## src/rtl/digi_scanner_if.sv

```systemverilog
// Bus between the CPU-side display register and the 4-digit 7-segment scanner.
// master drives the load strobe and register contents; slave returns the pin word and status.
interface digi_scanner_if;
  logic        load;
  logic [15:0] value;
  logic [3:0]  dp;
  logic [3:0]  blank;
  logic [11:0] digi;
  logic        frame_tick;
  logic        busy;

  modport master (
    output load, value, dp, blank,
    input  digi, frame_tick, busy
  );

  modport slave (
    input  load, value, dp, blank,
    output digi, frame_tick, busy
  );
endinterface

```

## src/rtl/digi_scanner.sv

```systemverilog
// Time-multiplexed 4-digit 7-segment driver with shadow/active buffering applied at frame wrap.
// Optional leading-zero blanking is enabled by defining DIGI_LZB_EN.
module digi_scanner #(
  parameter int SCAN_DIV    = 50000,
  parameter int DEAD_CYCLES = 16
) (
  input  logic          clk,
  input  logic          reset,
  digi_scanner_if.slave bus
);
  localparam int CNT_W = $clog2(SCAN_DIV);
  localparam logic [CNT_W-1:0] CNT_MAX  = CNT_W'(SCAN_DIV - 1);
  localparam logic [CNT_W-1:0] DEAD_CNT = CNT_W'(DEAD_CYCLES);

  typedef struct packed {
    logic [15:0] value;
    logic [3:0]  dp;
    logic [3:0]  blank;
  } disp_t;

  logic [CNT_W-1:0] cnt_reg, cnt_next;
  logic [1:0]       idx_reg, idx_next;
  disp_t            shadow_reg, shadow_next;
  disp_t            active_reg, active_next;
  logic             busy_reg, busy_next;
  logic             frame_tick_reg, frame_tick_next;
  logic [11:0]      digi_reg, digi_next;

  logic             cnt_end;
  logic             boundary;
  logic             in_dead;
  disp_t            load_data;
  logic [3:0]       auto_blank;
  logic [7:0]       seg_digit [4];

  // Active-low g..a patterns for hex digits.
  function automatic logic [6:0] seg_decode(input logic [3:0] nib);
    logic [6:0] pat;
    case (nib)
      4'h0:    pat = 7'h40;
      4'h1:    pat = 7'h79;
      4'h2:    pat = 7'h24;
      4'h3:    pat = 7'h30;
      4'h4:    pat = 7'h19;
      4'h5:    pat = 7'h12;
      4'h6:    pat = 7'h02;
      4'h7:    pat = 7'h78;
      4'h8:    pat = 7'h00;
      4'h9:    pat = 7'h10;
      4'hA:    pat = 7'h08;
      4'hB:    pat = 7'h03;
      4'hC:    pat = 7'h46;
      4'hD:    pat = 7'h21;
      4'hE:    pat = 7'h06;
      default: pat = 7'h0E;
    endcase
    return pat;
  endfunction

  generate
    if (DEAD_CYCLES == 0) begin : g_no_dead
      assign in_dead = 1'b0;
    end else begin : g_dead
      assign in_dead = (cnt_reg < DEAD_CNT);
    end
  endgenerate

  // Per-digit segment word from the active buffer; the scan mux picks one by idx.
  generate
    for (genvar gi = 0; gi < 4; gi++) begin : g_digit
`ifdef DIGI_LZB_EN
      if (gi == 0) begin : g_lsd
        assign auto_blank[gi] = 1'b0;
      end else begin : g_upper
        assign auto_blank[gi] = (active_reg.value[15:4*gi] == '0);
      end
`else
      assign auto_blank[gi] = 1'b0;
`endif
      always_comb begin
        seg_digit[gi] = {~active_reg.dp[gi], seg_decode(active_reg.value[4*gi +: 4])};
        if (active_reg.blank[gi]) begin
          seg_digit[gi] = 8'hFF;
        end else if (auto_blank[gi]) begin
          seg_digit[gi] = {~active_reg.dp[gi], 7'h7F};
        end
      end
    end
  endgenerate

  always_comb begin
    cnt_end   = (cnt_reg == CNT_MAX);
    boundary  = cnt_end && (idx_reg == 2'd3);
    load_data = '{value: bus.value, dp: bus.dp, blank: bus.blank};

    cnt_next        = cnt_end ? '0 : cnt_reg + CNT_W'(1);
    idx_next        = cnt_end ? idx_reg + 2'd1 : idx_reg;
    shadow_next     = shadow_reg;
    active_next     = active_reg;
    busy_next       = busy_reg;
    frame_tick_next = boundary;

    if (bus.load) begin
      shadow_next = load_data;
      busy_next   = 1'b1;
    end
    // A load landing on the boundary bypasses the shadow so it is not held a whole frame.
    if (boundary) begin
      active_next = bus.load ? load_data : shadow_reg;
      busy_next   = 1'b0;
    end
  end

  always_comb begin
    digi_next = 12'hFFF;
    if (!in_dead) begin
      digi_next = {~(4'b0001 << idx_reg), seg_digit[idx_reg]};
    end
  end

  always_ff @(posedge clk) begin
    if (reset) begin
      cnt_reg        <= '0;
      idx_reg        <= '0;
      shadow_reg     <= '0;
      active_reg     <= '0;
      busy_reg       <= 1'b0;
      frame_tick_reg <= 1'b0;
      digi_reg       <= 12'hFFF;
    end else begin
      cnt_reg        <= cnt_next;
      idx_reg        <= idx_next;
      shadow_reg     <= shadow_next;
      active_reg     <= active_next;
      busy_reg       <= busy_next;
      frame_tick_reg <= frame_tick_next;
      digi_reg       <= digi_next;
    end
  end

  assign bus.digi       = digi_reg;
  assign bus.frame_tick = frame_tick_reg;
  assign bus.busy       = busy_reg;
endmodule

```

## src/flat_wrapper.sv

```systemverilog
// flat-port wrapper written by rule: the top's interface ports become plain ports
module digi_scanner_flat 
#(
  parameter int SCAN_DIV    = 50000,
  parameter int DEAD_CYCLES = 16
)
  (clk, reset, bus_load, bus_value, bus_dp, bus_blank, bus_digi, bus_frame_tick, bus_busy);
  digi_scanner_if bus_i ();
  input  logic clk;
  input  logic reset;
  input wire logic [$bits(bus_i.load)-1:0] bus_load;
  input wire logic [$bits(bus_i.value)-1:0] bus_value;
  input wire logic [$bits(bus_i.dp)-1:0] bus_dp;
  input wire logic [$bits(bus_i.blank)-1:0] bus_blank;
  output wire logic [$bits(bus_i.digi)-1:0] bus_digi;
  output wire logic [$bits(bus_i.frame_tick)-1:0] bus_frame_tick;
  output wire logic [$bits(bus_i.busy)-1:0] bus_busy;
  assign bus_i.load = bus_load;
  assign bus_i.value = bus_value;
  assign bus_i.dp = bus_dp;
  assign bus_i.blank = bus_blank;
  assign bus_digi = bus_i.digi;
  assign bus_frame_tick = bus_i.frame_tick;
  assign bus_busy = bus_i.busy;
  digi_scanner #(.SCAN_DIV(SCAN_DIV), .DEAD_CYCLES(DEAD_CYCLES)) u_core (.clk(clk), .reset(reset), .bus(bus_i));
endmodule
```

## config.mk

```make
export PLATFORM = sky130hd
export DESIGN_NAME = digi_scanner_flat
export DESIGN_NICKNAME = d
export VERILOG_FILES = /design/src/rtl/digi_scanner_if.sv /design/src/rtl/digi_scanner.sv /design/src/flat_wrapper.sv
export SDC_FILE = /design/constraint.sdc
export NUM_CORES = 1
export LEC_CHECK = 0
export CORE_ASPECT_RATIO = 1.4
export CORE_UTILIZATION = 45
export DETAILED_ROUTE_END_ITERATION = 8
export GPL_ROUTABILITY_DRIVEN = 0
export PLACE_DENSITY = 0.65
export SLEW_MARGIN = 20
export SYNTH_ARGS = -nofsm -noshare
export SYNTH_HDL_FRONTEND = slang
export SYNTH_SLANG_ARGS = --single-unit
```

## constraint.sdc

```tcl
create_clock -name clk -period 3.7 [get_ports clk]
set_input_delay 0.555 -clock clk [delete_from_list [all_inputs] [get_ports clk]]
set_output_delay 0.555 -clock clk [all_outputs]
set_load 0.01 [all_outputs]
```

==> results of run 1 <==
==> worst max-delay path, stage by stage, from the launching register on <==
cell       delay [ns]
dfxtp_1          0.34
or4_4            0.55
nor4_4           0.29
nand4b_1         0.25
buf_4            0.30
o2bb2ai_2        0.31
inv_1            0.13
ha_1             0.25
inv_1            0.10
nor3_1           0.06
a31o_2           0.23
==> layout make-up <==
cell class              instances  area (um2)
clock buffers                  12       246.5
multi-input cells             296        2361
clock inverters                 4       72.57
fillers                       948        4751
inverters                      33       123.9
flip-flops and latches        108        2162
repair buffers                 48       460.4
well taps                     138       172.7
==> layer usage <==
| layer | vias up | routed length (um) | global-route usage [%] |
|---|---|---|---|
| met5 | - | 0 | 0 |
| met1 | 1524 | 4206 | 22.49 |
| li1 | 1667 | - | - |
| met4 | 0 | 243 | 8.532 |
| met3 | 19 | 309 | 3.910 |
| met2 | 47 | 4539 | 31.20 |
==> path summary, 6_finish.rpt <==
kind	startpoint	end	slack, ns	depth (start not counted)
max	u_core.cnt_reg[12]	register	0.78	10
min	u_core.cnt_reg[0]	u_core.cnt_reg[0]	0.46	1
max reg2reg	u_core.cnt_reg[12]	register	0.78	10
min reg2reg	u_core.cnt_reg[0]	u_core.cnt_reg[0]	0.46	1
==> layout by cell type, fill, tap and decap left out, types with 5 or more instances in the layout <==
| master | count |
|---|---|
| dfxtp_1 | 108 |
| mux2i_1 | 49 |
| nor2_1 | 46 |
| clkdlybuf4s50_1 | 40 |
| nand2_1 | 31 |
| ha_1 | 29 |
| inv_1 | 28 |
| nor3_1 | 12 |
| o22ai_1 | 11 |
| xnor2_1 | 10 |
| nand3_1 | 10 |
| and3_1 | 9 |
| o21ai_0 | 9 |
| xor2_1 | 9 |
| clkbuf_16 | 9 |
| o221ai_1 | 8 |
| o211ai_1 | 8 |
| buf_4 | 8 |
| o2bb2ai_1 | 7 |
| a2bb2oi_4 | 6 |
| a22o_1 | 6 |
| a2bb2oi_2 | 5 |
| inv_2 | 5 |
==> metrics by stage <==
step,instance area (um2),total power [W]
floorplan,4773,0.001276
global placement,5280,0.001318
detailed placement,5280,0.001321
CTS,5599,0.002335
global route,5599,0.002394
finish,5599,0.002313
==> cells by family (layout without fill, tap and decap cells) <==
logic type,count (synthesis),after routing
buffers and inverters,56,97
and+or+nand+nor,119,119
DFF,108,108
muxes,50,50
adders and majority gates,29,29
AOI/OAI and AO/OA,79,79
xor gates and xnor gates,19,19
==> power by group through the flow <==
| stage | sequential (W) | combinational (W) | clock (W) |
|---|---|---|---|
| after floorplan | 0.00121 | 0.0000641 | 0 |
| after global placement | 0.00121 | 0.000105 | 0 |
| after detailed placement | 0.00121 | 0.000108 | 0 |
| after CTS | 0.00119 | 0.000108 | 0.00104 |
| after global routing | 0.00119 | 0.000115 | 0.00109 |
| final | 0.00119 | 0.000106 | 0.00102 |
==> results.ini, run 1 <==
[run_status]
outcome=completed

[global_route]
antenna_found_initial=0
grt_pass1_vias=3202
grt-ovfl-total=0
grt_max_degree=30
grt_pass1_wl_mm=15.44
grtUsageTotal_pct=18.54

[clocking]
clk_latency_ns=0.35
numCtsBuffers=9
cts.sinks=108
clock-root-buffer=clkbuf_16
cts.htree.levels=3
cts_setup_buffers=0
cts_tree=yes
cts_buffer_depth=2
clk_pin_slew_ns=0.07
ctsResizeCount=0
ctsHoldBuffers=0

[power]
switchingPower_w=0.0004658
seqPwrFrac_pct=51.3
switching_share_pct=20.14
p_per_area_nw_per_um2=413.1
p_int_w=0.001847
power_frac_comb_pct=4.6
power.share.clock_pct=44.1
ir_drop_v=0.0002399
p_leak_nw=2.407

[final_layout]
area_delta_synth_final_pct=17.30
fin_nets=552
layout-drive-gt1-share_pct=10.38
antenna_cells=0
final_cell_count_no_fill=639
utilization_pct=54.10

[logic_synthesis]
synth-seq-area-share_pct=45.29
yosys.area.top_type_share_pct=45.29
synth_compound_area_share_pct=16.17
synth_area_um2=4773
synth-simple-area-share_pct=11.51
yosysMostFrequentCell=dfxtp_1
synthFlopType=dfxtp_1
synth.cells.most_frequent=dfxtp_1, mux2i_1, nor2_1, nand2_1, ha_1
synth_xor_xnor_area_share_pct=3.486
netlist_instances=460
synth.area.top_cells=dfxtp_1, mux2i_1, ha_1, nor2_1, a2bb2oi_4
synth_nets=516
synth.avg_cell_area_um2=10.38
yosysWarnings=0
yosys-mux-area-fraction_pct=10.51
ys_ff_latch=108
synth_edf_count=0
synth_top_family_by_area=compound AO/OA/AOI/OAI gates
synthAdderAreaFrac_pct=7.602
yosysTopAreaCell=dfxtp_1
synth_cell_type_count=42
async_flop_share_pct=0

[sta]
period_needed_ns=2.921
setup_violations=0
worst_pin_slew_ns=0.5935
clock_skew_ns=0.006447
final_max_slew_viol_count=0
fmax_mhz=342.3
setup_tns_ns=0
setup_ws_ns=0.7785
layout_worst_path_cycle_share_pct=78.96
rsz0062_at_grt=false
final-hold-violation-count=0
hold_slack_ns=0.4564
slew-limit-headroom_pct=60.43

[setup_path]
critPathKind=register to register
endpoint_kind=register
critPathLaunchType=register
arrival_ns=3.16
worst_ep_required_time_ns=3.94
path_max_fanout=22

[place]
io_buffers=40
hpwl_mm=6.554
dpl.cell_count=623
place_ws_ns=0.7341

[drt]
drc=0
vias_per_cell=5.097
num_vias=3257
wirelength_mm=9.299
first_iter_violations=96
first_pass_iters=4
antenna_left=0
routedWlPerCell_um=14.55

[flow_run]
max_cap_viol_count=0

[floorplan]
pin_count=41
die_width_um=89.05
die_h_um=123.9
dieArea_um2=11030
initial_core_util_pct=46.12
core_um2=10350
rows=44

[hold_path]
hold_path.class=register to register

No activity file was read; power rests on OpenSTA's default activity.
==> run 2, diff against run 1 <==
Clock period 3.7 ns to 2.8 ns, I/O delays scaled along.
==> run 2 against run 1 <==
Net effect: clock power is 22% higher; sequential cell count stayed put; design area is 2.0% higher.
==> results.ini, run 2 (synthesis results as in run 1) <==
[flow_run]
max_cap_viol_count=0  ; unchanged

[clocking]
clk_latency_ns=0.34  ; was 0.35 ns
cts.sinks=108  ; unchanged
cts_tree=yes  ; unchanged
cts.htree.levels=3  ; unchanged
numCtsBuffers=9  ; unchanged
ctsHoldBuffers=0  ; unchanged
clock-root-buffer=clkbuf_16  ; unchanged
cts_buffer_depth=2  ; unchanged
clk_pin_slew_ns=0.07  ; about the same

[setup_path]
arrival_ns=2.86  ; was 3.16 ns
critPathLaunchType=register  ; unchanged
critPathKind=register to register  ; unchanged
worst_ep_required_time_ns=3.04  ; was 3.94 ns
endpoint_kind=register  ; unchanged
path_max_fanout=29  ; was 22

[sta]
setup_violations=0  ; unchanged
worst_pin_slew_ns=0.5397  ; was 0.5935 ns
fmax_mhz=381.7  ; was 342.3 MHz
clock_skew_ns=0.005767  ; was 0.006447 ns
setup_tns_ns=0  ; unchanged
final_max_slew_viol_count=0  ; unchanged
rsz0062_at_grt=false  ; unchanged
layout_worst_path_cycle_share_pct=93.57  ; was 78.96%
period_needed_ns=2.620  ; was 2.921 ns
slew-limit-headroom_pct=64.02  ; was 60.43%
final-hold-violation-count=0  ; unchanged

[global_route]
grtUsageTotal_pct=18.63  ; was 18.54%
grt-ovfl-total=0  ; unchanged
grt_pass1_vias=3239  ; was 3202
grt_max_degree=30  ; unchanged
grt_pass1_wl_mm=15.35  ; was 15.44 mm
antenna_found_initial=0  ; unchanged

[drt]
drc=0  ; unchanged
antenna_left=0  ; unchanged
first_pass_iters=4  ; unchanged
wirelength_mm=9.400  ; was 9.299 mm
num_vias=3292  ; was 3257
vias_per_cell=5.065  ; was 5.097
first_iter_violations=150  ; was 96
routedWlPerCell_um=14.46  ; was 14.55 um

[final_layout]
final_common_cell=dfxtp_1  ; unchanged
layout_common_cells=dfxtp_1, mux2i_1, nor2_1  ; unchanged
fin_nets=564  ; was 552
final_cell_count_no_fill=650  ; was 639
antenna_cells=0  ; unchanged
layout-drive-gt1-share_pct=12.50  ; was 10.38%
area_delta_synth_final_pct=19.69  ; was 17.30%

[hold_path]
hold_path.class=register to register  ; unchanged

[floorplan]
dieArea_um2=11030  ; unchanged
core_um2=10350  ; unchanged
die_width_um=89.05  ; unchanged
rows=44  ; unchanged
initial_core_util_pct=46.12  ; unchanged
pin_count=41  ; unchanged
die_h_um=123.9  ; unchanged

[power]
switchingPower_w=0.0006018  ; was 0.0004658 W
finalPower_w=0.002956  ; was 0.002313 W
seqPwrFrac_pct=53.0  ; was 51.3%
switching_share_pct=20.36  ; was 20.14%
p_int_w=0.002354  ; was 0.001847 W
power.share.clock_pct=41.8  ; was 44.1%
ir_drop_v=0.0002540  ; was 0.0002399 V
power_frac_comb_pct=5.1  ; was 4.6%
p_per_area_nw_per_um2=517.4  ; was 413.1 nW/um2
p_leak_nw=2.468  ; was 2.407 nW

[place]
hpwl_mm=6.970  ; was 6.554 mm
io_buffers=40  ; unchanged
dpl.cell_count=631  ; was 623

[run_status]
outcome=completed  ; unchanged

## run 2: changes by cell type in the layout (fill, tap and decap cells not counted)
cell and change:
buf_4 +9, buf_12 +3, bufinv_16 -1, clkbuf_1 -1
clkinvlp_4 +1, o2bb2ai_2 -1, o2bb2ai_4 +1
## run 2: area by class of cell
class,instances,area [um2]
well taps,138,172.7
flip-flops and latches,108,2162
repair buffers,60,588.1
fillers,952,4637
inverters,33,123.9
multi-input cells,296,2374
clock buffers,11,242.7
clock inverters,4,50.05
## run 2: per-stage QoR
step           setup WS [ns]  cell area, um2  utilization, %  hold slack (ns)
2_1_floorplan         0.1875            4773               -           0.4130
3_3_place_gp          0.1988            5378           51.96           0.4267
3_5_place_dp          0.1043            5378           51.96           0.4373
4_1_cts               0.1008            5670           54.79           0.4478
5_1_grt              0.03068            5713           55.20           0.4705
6_report              0.1800            5713           55.20           0.4442
## run 2: power by group through the flow
stage / registers, W / clock network (W) / logic (W)
3_3_place_gp: 0.00160 / 0 / 0.000147
3_5_place_dp: 0.00160 / 0 / 0.000149
5_1_grt: 0.00157 / 0.00134 / 0.000164
6_report: 0.00157 / 0.00124 / 0.000151
4_1_cts: 0.00157 / 0.00127 / 0.000149
2_1_floorplan: 0.00160 / 0 / 0.0000846
## run 2: metal layers
metal,part of all wire [%],GRT usage [%],up-vias
li1,-,-,1685
met1,45,21.46,1560
met2,52,33.56,37
met3,2.3,3.711,10
met4,1.6,7.143,0
met5,0,0,-
## run 2: what timing repair did
action                     4_1_cts  5_1_grt
setup endpoints to repair        0        7
setup buffers                    0        4
gates resized for setup          0        1
## run 2: critical path: stages, from the launching register on
cell and delay [ns]:
dfxtp_1 0.34, or4_4 0.55, nor4_4 0.27, nand4b_1 0.21
buf_12 0.22, o2bb2ai_2 0.18, inv_1 0.10, ha_1 0.24
inv_1 0.11, nor3_1 0.06, a31o_2 0.22
## run 2: path summary, 6_finish.rpt
check	startpoint	endpoint	slack, ns	cells past startpoint
worst max register to register	u_core.cnt_reg[12]	register	0.18	10
worst max-delay path	u_core.cnt_reg[12]	register	0.18	10
worst min register to register	u_core.cnt_reg[0]	u_core.cnt_reg[0]	0.44	1
worst min-delay path	u_core.cnt_reg[0]	u_core.cnt_reg[0]	0.44	1
==> run 3, diff against run 2 <==
Settings changed: CORE_MARGIN from default to 2.
==> run 3 against run 2 <==
Net effect: design area up 3.2%; maximum frequency fell by 2.6%; setup slack got worse by 0.071 ns; clock-buffer cell count is 1 lower; largest power group unchanged; utilization up 1.8 points; worst hold slack improved by 0.0077 ns; critical path depth rose by 1; clock power up 14%; critical path type unchanged.
==> results.ini, run 3 (synthesis results as in run 1) <==
[run_status]
outcome=completed  ; unchanged

[sta]
slew-limit-headroom_pct=64.18  ; was 64.02%
setup_violations=0  ; unchanged
final_max_slew_viol_count=0  ; unchanged
layout_worst_path_cycle_share_pct=96.10  ; was 93.57%
worst_pin_slew_ns=0.5373  ; was 0.5397 ns
clock_skew_ns=0.008176  ; was 0.005767 ns
fmax_mhz=371.6  ; was 381.7 MHz
final-hold-violation-count=0  ; unchanged
period_needed_ns=2.691  ; was 2.620 ns

[power]
p_leak_nw=2.576  ; was 2.468 nW
ir_drop_v=0.0002817  ; was 0.0002540 V
p_per_area_nw_per_um2=530.0  ; was 517.4 nW/um2

[flow_run]
max_cap_viol_count=0  ; unchanged

[setup_path]
arrival_ns=2.93  ; was 2.86 ns
worst_ep_required_time_ns=3.04  ; about the same
endpoint_kind=register  ; unchanged
reg2regPathDepth=11  ; was 10
crit_buf_inv=5  ; was 3
timing.rr.start=u_core.cnt_reg[12]  ; unchanged
cp_top_family=simple AND/OR/NAND/NOR gates  ; unchanged
slowest_delay_ns=0.55  ; about the same
path_max_fanout=8  ; was 29
critPathLaunchType=register  ; unchanged
crit_path_top_delay_cell=or4_4  ; unchanged
critPathKind=register to register  ; unchanged
regToRegSetupSlack_ns=0.11  ; was 0.18 ns
crit_path_cell_trace=or4_4 > nor4_4 > nand4b_1 > buf_4 > buf_12 > a2bb2oi_1 > buf_4 > inv_1 > ha_1 > inv_1 > a211oi_1  ; was or4_4 > nor4_4 > nand4b_1 > buf_12 > o2bb2ai_2 > inv_1 > ha_1 > inv_1 > nor3_1 > a31o_2

[clocking]
cts.sinks=108  ; unchanged
clk_latency_ns=0.34  ; about the same
clock-root-buffer=clkbuf_16  ; unchanged
cts_tree=yes  ; unchanged
clk_pin_slew_ns=0.06  ; was 0.07 ns
numCtsBuffers=9  ; unchanged
cts_buffer_depth=2  ; unchanged
cts.htree.levels=3  ; unchanged

[global_route]
grtUsageTotal_pct=17.11  ; was 18.63%
grt-ovfl-total=0  ; unchanged
grt_max_degree=30  ; unchanged
grt_pass1_wl_mm=15.70  ; was 15.35 mm
antenna_found_initial=0  ; unchanged
grt_pass1_vias=3302  ; was 3239

[place]
io_buffers=40  ; unchanged
dpl_cell_area_um2=5395  ; was 5378 um2
hpwl_mm=6.807  ; was 6.970 mm

[floorplan]
pin_count=41  ; unchanged
rows=44  ; unchanged
core_um2=10350  ; unchanged
die_width_um=91.05  ; was 89.05 um
die_h_um=125.9  ; was 123.9 um
dieArea_um2=11460  ; was 11030 um2
initial_core_util_pct=46.12  ; unchanged

[drt]
drc=0  ; unchanged
first_iter_violations=97  ; was 150
num_vias=3382  ; was 3292
vias_per_cell=5.101  ; was 5.065
antenna_left=0  ; unchanged
first_pass_iters=4  ; unchanged
wirelength_mm=9.823  ; was 9.400 mm
routedWlPerCell_um=14.82  ; was 14.46 um

[final_layout]
layout-drive-gt1-share_pct=15.05  ; was 12.50%
area_delta_synth_final_pct=23.54  ; was 19.69%
multi_input_area_um2=2379  ; was 2374 um2
post-route-cell-area_um2=5897  ; was 5713 um2
antenna_cells=0  ; unchanged
nFillCells=929  ; was 952
utilization_pct=56.98  ; was 55.20%
fin_nets=577  ; was 564
regArea_um2=2162  ; unchanged
final_common_cell=dfxtp_1  ; unchanged
layout_common_cells=dfxtp_1, mux2i_1, nor2_1  ; unchanged

[hold_path]
hold_path.class=register to register  ; unchanged
worstHoldPathCells=1  ; unchanged
hold_end=u_core.cnt_reg[0]  ; unchanged
min-delay-start=u_core.cnt_reg[0]  ; unchanged

-- run 3: changes by cell type in the layout (fill, tap and decap cells not counted) --
cell,change
buf_4,+11
bufinv_16,+2
clkbuf_16,+2
clkinvlp_4,-2
a211oi_1,-1
a211oi_2,+1
clkbuf_1,-1
clkinv_2,+1
-- run 3: power breakdown --
part	total, W	internal (W)	switching (W)
clock	0.00141	0.000890	0.000519
combinational	0.000148	0.0000810	0.0000674
sequential	0.00157	0.00156	0.00000762
total	0.00313	0.00253	0.000594
-- run 3: cell type report --
cell class | count | share of cell area [%]
multi-input combinational | 296 | 40.34
clock inverter | 5 | 1.697
tap | 138 | 2.928
timing repair buffer | 73 | 12.22
inverter | 33 | 2.101
clock buffer | 10 | 4.053
sequential | 108 | 36.66
-- run 3: worst max path at each step --
stage                     slack (ns)               start  depth (start not counted)        to
after floorplan                 0.19  u_core.cnt_reg[12]                         11  register
after global placement          0.13               reset                          9  register
after detailed placement        0.09               reset                          9  register
after CTS                       0.09  u_core.cnt_reg[12]                          9  register
after global routing           -0.01  u_core.cnt_reg[12]                         10  register
final                           0.11  u_core.cnt_reg[12]                         11  register
-- run 3: timing repair --
action                                  4_1_cts  5_1_grt
setup buffers                                 0       11
hold buffers                                  0        0
endpoints found under the setup margin        0        9
gates resized for setup                       0        2
-- run 3: worst register-to-register path, cell delays in order (launching register included) --
cell,delay (ns)
dfxtp_1,0.33
or4_4,0.55
nor4_4,0.28
nand4b_1,0.15
buf_4,0.19
buf_12,0.15
a2bb2oi_1,0.14
buf_4,0.18
inv_1,0.08
ha_1,0.23
inv_1,0.06
a211oi_1,0.24
-- run 3: layer usage --
metal,share of wire (%),up-vias,wire [um],GRT usage [%]
met5,0,-,0,0
met1,43,1595,4264,20.33
met2,52,51,5100,30.20
met3,2.6,13,257,2.931
li1,-,1723,-,-
met4,2.0,0,201,7.398
-- run 3: stage by stage --
step / total power, W / hold slack, ns / setup TNS [ns] / setup WS [ns] / cells
after global routing: 0.003227 / 0.4835 / -0.03575 / -0.01489 / 663
final: 0.003125 / 0.4519 / 0 / 0.1091 / 663
after detailed placement: 0.001754 / 0.4449 / 0 / 0.08713 / 635
after CTS: 0.003158 / 0.4605 / 0 / 0.09361 / 650
after floorplan: 0.001686 / 0.4130 / 0 / 0.1875 / 460
after global placement: 0.001751 / 0.4242 / 0 / 0.1301 / 635
